**src/rtl/id_ex_stage.sv**
```systemverilog
// ID/EX pipeline register with load-use bubble insertion and the combinational
// EX/MEM and MEM/WB forwarding muxes that feed the EX-stage ALU operands.
module id_ex_stage #(
    parameter int XLEN = 32,
    parameter int RW   = 5
) (
    input  logic            clk,
    input  logic            reset_n,
    input  logic            stall_i,
    input  logic            flush_i,
    input  logic            id_valid,
    input  logic [RW-1:0]   id_rs1,
    input  logic [RW-1:0]   id_rs2,
    input  logic [RW-1:0]   id_rd,
    input  logic [XLEN-1:0] id_rs1_data,
    input  logic [XLEN-1:0] id_rs2_data,
    input  logic [XLEN-1:0] id_imm,
    input  logic            id_alu_src,
    input  logic [3:0]      id_alu_cntrl,
    input  logic            id_reg_write,
    input  logic            id_mem_read,
    input  logic            id_mem_write,
    input  logic            id_mem_to_reg,
    input  logic [RW-1:0]   exm_rd,
    input  logic            exm_reg_write,
    input  logic [XLEN-1:0] exm_result,
    input  logic [RW-1:0]   mwb_rd,
    input  logic            mwb_reg_write,
    input  logic [XLEN-1:0] mwb_data,
    output logic            load_use_o,
    output logic            ex_valid,
    output logic [3:0]      alu_cntrl,
    output logic [XLEN-1:0] alu_in1,
    output logic [XLEN-1:0] alu_in2,
    output logic [XLEN-1:0] ex_store_data,
    output logic [RW-1:0]   ex_rd,
    output logic            ex_reg_write,
    output logic            ex_mem_read,
    output logic            ex_mem_write,
    output logic            ex_mem_to_reg
);

    localparam logic [3:0] ALU_ADD = 4'b0010;

    logic            r_valid;
    logic [RW-1:0]   r_rs1;
    logic [RW-1:0]   r_rs2;
    logic [RW-1:0]   r_rd;
    logic [XLEN-1:0] r_rs1_data;
    logic [XLEN-1:0] r_rs2_data;
    logic [XLEN-1:0] r_imm;
    logic            r_alu_src;
    logic [3:0]      r_alu_cntrl;
    logic            r_reg_write;
    logic            r_mem_read;
    logic            r_mem_write;
    logic            r_mem_to_reg;

    logic            w_load_use;
    logic            w_rd_hits_rs1;
    logic            w_rd_hits_rs2;
    logic [XLEN-1:0] w_fwd_rs1;
    logic [XLEN-1:0] w_fwd_rs2;

    // rs2 only matters to the consumer when it feeds the ALU or is store data.
    assign w_rd_hits_rs1 = (r_rd == id_rs1);
    assign w_rd_hits_rs2 = (r_rd == id_rs2) && (!id_alu_src || id_mem_write);
    assign w_load_use    = r_valid && r_mem_read && (r_rd != '0) && id_valid
                           && (w_rd_hits_rs1 || w_rd_hits_rs2);

    // Bubbles only clear valid and the side-effecting controls; data is don't-care.
    always_ff @(posedge clk or negedge reset_n) begin
        if (!reset_n) begin
            r_valid      <= 1'b0;
            r_rs1        <= '0;
            r_rs2        <= '0;
            r_rd         <= '0;
            r_rs1_data   <= '0;
            r_rs2_data   <= '0;
            r_imm        <= '0;
            r_alu_src    <= 1'b0;
            r_alu_cntrl  <= ALU_ADD;
            r_reg_write  <= 1'b0;
            r_mem_read   <= 1'b0;
            r_mem_write  <= 1'b0;
            r_mem_to_reg <= 1'b0;
        end else if (flush_i || (!stall_i && w_load_use)) begin
            r_valid      <= 1'b0;
            r_reg_write  <= 1'b0;
            r_mem_read   <= 1'b0;
            r_mem_write  <= 1'b0;
            r_mem_to_reg <= 1'b0;
        end else if (!stall_i) begin
            r_valid      <= id_valid;
            r_rs1        <= id_rs1;
            r_rs2        <= id_rs2;
            r_rd         <= id_rd;
            r_rs1_data   <= id_rs1_data;
            r_rs2_data   <= id_rs2_data;
            r_imm        <= id_imm;
            r_alu_src    <= id_alu_src;
            r_alu_cntrl  <= id_alu_cntrl;
            r_reg_write  <= id_reg_write;
            r_mem_read   <= id_mem_read;
            r_mem_write  <= id_mem_write;
            r_mem_to_reg <= id_mem_to_reg;
        end
    end

    // EX/MEM is the younger producer, so it is tested first; x0 never forwards.
    always_comb begin
        w_fwd_rs1 = r_rs1_data;
        if (exm_reg_write && (exm_rd != '0) && (exm_rd == r_rs1)) begin
            w_fwd_rs1 = exm_result;
        end else if (mwb_reg_write && (mwb_rd != '0) && (mwb_rd == r_rs1)) begin
            w_fwd_rs1 = mwb_data;
        end
    end

    always_comb begin
        w_fwd_rs2 = r_rs2_data;
        if (exm_reg_write && (exm_rd != '0) && (exm_rd == r_rs2)) begin
            w_fwd_rs2 = exm_result;
        end else if (mwb_reg_write && (mwb_rd != '0) && (mwb_rd == r_rs2)) begin
            w_fwd_rs2 = mwb_data;
        end
    end

    assign load_use_o    = w_load_use;
    assign ex_valid      = r_valid;
    assign alu_cntrl     = r_alu_cntrl;
    assign alu_in1       = w_fwd_rs1;
    assign alu_in2       = r_alu_src ? r_imm : w_fwd_rs2;
    assign ex_store_data = w_fwd_rs2;
    assign ex_rd         = r_rd;
    assign ex_reg_write  = r_reg_write;
    assign ex_mem_read   = r_mem_read;
    assign ex_mem_write  = r_mem_write;
    assign ex_mem_to_reg = r_mem_to_reg;

endmodule

```
**config.mk**
```make
export PLATFORM = sky130hd
export DESIGN_NAME = id_ex_stage
export DESIGN_NICKNAME = d
export VERILOG_FILES = /design/src/rtl/id_ex_stage.sv
export SDC_FILE = /design/constraint.sdc
export NUM_CORES = 1
export LEC_CHECK = 0
export ABC_AREA = 1
export CORE_ASPECT_RATIO = 1.5
export CORE_UTILIZATION = 47
export CTS_CLUSTER_SIZE = 25
export DETAILED_ROUTE_END_ITERATION = 6
export PLACE_DENSITY_LB_ADDON = 0.1
export SYNTH_ARGS = -nofsm -noshare
export SYNTH_HDL_FRONTEND = slang
export SYNTH_SLANG_ARGS = --single-unit
```
**constraint.sdc**
```tcl
create_clock -name clk -period 2.32 [get_ports clk]
set_input_delay 0.348 -clock clk [delete_from_list [all_inputs] [get_ports clk]]
set_output_delay 0.348 -clock clk [all_outputs]
set_load 0.05 [all_outputs]
```
==> results.json <==
{
  "ant_nets": 0,
  "dr_total_vias": 10400,
  "slew_viol_final": 0,
  "rsz0062_at_grt": "true",
  "crit_fanout": 5,
  "worstPathArrival_ns": 2.49,
  "drt_iter0_drc": 1285,
  "ys_async_sr_fraction_pct": 100,
  "synth_top_area_share_pct": 39.4,
  "period_needed_ns": 2.83,
  "cts_buffers": 17,
  "cts_tree": "done",
  "grt_max_degree": 75,
  "setup_viol": 96,
  "worstSetupPathType": "reg -> out",
  "p_total_w": 0.00995,
  "fin_tns_setup_ns": -34.55,
  "synth_most_common_cell": "nand2_1",
  "grt_usage_pct": 41.2,
  "drive_gt1_share_pct": 29.7,
  "highest-signal-layer": "met4",
  "violations": "DRC, setup timing",
  "fmaxAchievable_ghz": 0.353,
  "period_share_pct": 122,
  "ys.flop_type": "dfrtp_1",
  "synth_top_cells_by_count": "454 x nand2_1, 253 x nand3_1, 120 x dfrtp_1, 65 x nand3b_1, 46 x inv_1",
  "fin_skew_ns": 0.0118,
  "dp_worst_setup_slack_ns": -0.384,
  "syn_inst": 1104,
  "synthTopCellsByArea": "dfrtp_1 39%, nand2_1 22%, nand3_1 17%",
  "synth.net_count": 1305,
  "nets": 1637,
  "grt-ovfl-total": 0,
  "drc": 24,
  "max-cap-violations": 0,
  "wl_um": 41100,
  "reg_top3": "r_imm (32), r_rs1_data (32), r_rs2_data (32)",
  "syn_to_final_growth_pct": 84.4,
  "final-hold-violation-count": 0,
  "synth_area_leader_cell": "dfrtp_1",
  "routed_via_density": 6.29,
  "wl_met1_um": 12500,
  "rows": 56,
  "cts.clk_slew.worst_paths_ns": 0.06,
  "required_ns": 1.97,
  "power_density_mw_per_mm2": 708,
  "drtPass1Iterations": 7,
  "wl_met3_um": 5040,
  "clk_latency_ns": 0.44,
  "setup_slack_ns": -0.514,
  "ios": 312,
  "cp_slowest_cell": "dfrtp_1",
  "synth_area_mm2": 0.00762,
  "synthDistinctLibCells": 27,
  "grt_pass1_wl_um": 51800,
  "dp_hpwl_um": 21800,
  "slew_headroom_pct": 65.2,
  "ys_seq_elements": 121,
  "clock-sinks": 121,
  "yosysSeqAreaShare_pct": 39.8,
  "cpMostUsedCell": "buf_6",
  "die_y_um": 158,
  "worstPathCellList": "xnor2_1 > nand2_1 > buf_6 > nor3_4 > buf_6 > buf_4 > nand3b_1 > nand3_2 > nand2_2 > buf_6",
  "tightest_slew_ns": 0.520,
  "synth_edf_count": 0,
  "syn_avg_cell_area_um2": 6.90,
  "register_area_mm2": 0.00303,
  "met2_length_um": 19400,
  "io_buffers": 311,
  "p_leak_nw": 6.91,
  "cts_root_buffer": "clkbuf_16",
  "initial_core_util_pct": 48.3,
  "hold_path_class": "in -> async",
  "core-area_mm2": 0.0158,
  "finalNonFillerCells": 1659,
  "antenna_found_initial": 6,
  "status": "complete, but fails checks",
  "peakVddDrop_v": 0.000575,
  "wl_per_cell_um": 24.8,
  "placed_cells": 1587,
  "fin_util_pct": 89.1,
  "multiInputGateArea_mm2": 0.00518,
  "die_w_um": 106,
  "dieArea_mm2": 0.0167,
  "max_stage_delay_ns": 0.44,
  "h-tree-depth": 4,
  "nFillCells": 751,
  "place_congestion": 0.913,
  "yosys_warnings": 0,
  "clk_path_buf_depth": 2,
  "grt_pass1_vias": 9788,
  "crit_path_start_kind": "flop",
  "crit_path_end_kind": "output pin"
}
-- layer usage --
layer / vias up / track usage, %
met4: 0 / 30.9
met5: - / 0
met1: 4835 / 44.3
li1: 4232 / -
met2: 1031 / 70.5
met3: 342 / 9.35
-- worst paths after layout --
check                      slack (ns)                     start  depth (start not counted)                          to
setup / recovery                -0.51      r_rs2[1]$_DFFE_PN0P_                         10                 alu_in2[22]
hold / removal                   0.39                   reset_n                          2  r_rs2_data[15]$_DFFE_PN0P_
setup reg to reg                 0.33      ex_rd[1]$_DFFE_PN0P_                          8    alu_cntrl[0]$_DFFE_PN0P_
hold reg to reg                  0.47  alu_cntrl[1]$_DFFE_PN1P_                          2    alu_cntrl[1]$_DFFE_PN1P_
max in group asynchronous        1.23                   reset_n                          3    alu_cntrl[1]$_DFFE_PN1P_
min in group clk                 0.46           id_alu_cntrl[1]                          3    alu_cntrl[1]$_DFFE_PN1P_
-- report_power, final --
part	switching, W	internal (W)
combinational	0.00276	0.00190
sequential	0.000213	0.00237
clock	0.00108	0.00162
-- logic make-up after synthesis --
family | after synthesis | synth area share [%]
and+or+nand+nor | 831 | 49.9
DFF | 121 | 39.8
xor gates and xnor gates | 24 | 2.76
AOI/OAI and AO/OA | 3 | 0.197
buffers and inverters | 125 | 7.37
-- cells in the final DEF (no fill, tap or decap), drive strengths merged --
master / synthesis / routed
a21oi: 1 / 1
and2: 32 / 32
buf: 62 / 170
bufinv: 0 / 2
clkbuf: 16 / 26
clkdlybuf4s50: 0 / 205
clkinv: 0 / 5
clkinvlp: 0 / 6
dfrtp: 120 / 120
dfstp: 1 / 1
diode: 0 / 7
dlygate4sd2: 0 / 8
dlygate4sd3: 0 / 1
inv: 47 / 47
nand2: 456 / 456
nand3: 253 / 253
nand3b: 65 / 65
nand4: 2 / 2
nor2: 17 / 17
nor3: 5 / 5
o21ai: 2 / 2
or2: 1 / 1
xnor2: 10 / 10
xor2: 14 / 14
-- what timing repair did --
action | in CTS | in global routing
pin swaps | 42 | 91
hold buffers | 1 | 0
gates resized for setup | 278 | 138
buffers inserted | 13 | 5
setup endpoints to repair | 97 | 97
endpoints found under the hold margin | 33 | 0
cloned | 9 | 9
-- per-stage QoR --
step,hold slack (ns),instance area (um^2)
4_1_cts,0.398,13300
5_1_grt,0.422,14000
3_3_place_gp,0.268,11300
6_report,0.389,14100
3_5_place_dp,0.274,11300
2_1_floorplan,0.0524,7620
-- critical path, delay by kind of cell (launching register included) --
kind	cells	cell delay, ns
XOR/XNOR	1	0.21
buffers and inverters	4	0.67
flip-flops	1	0.44
AND/OR/NAND/NOR	5	0.72
-- area by class of cell --
| class | count | area share, % |
|---|---|---|
| multi-input combinational | 858 | 36.9 |
| timing repair buffer | 391 | 34.1 |
| sequential | 121 | 21.6 |
| clock buffer | 19 | 3.15 |
| tap | 203 | 1.81 |
| inverter | 47 | 1.29 |
| clock inverter | 13 | 1.06 |
| antenna | 7 | 0.125 |
Note: power is estimated with default switching activity, not from simulation.
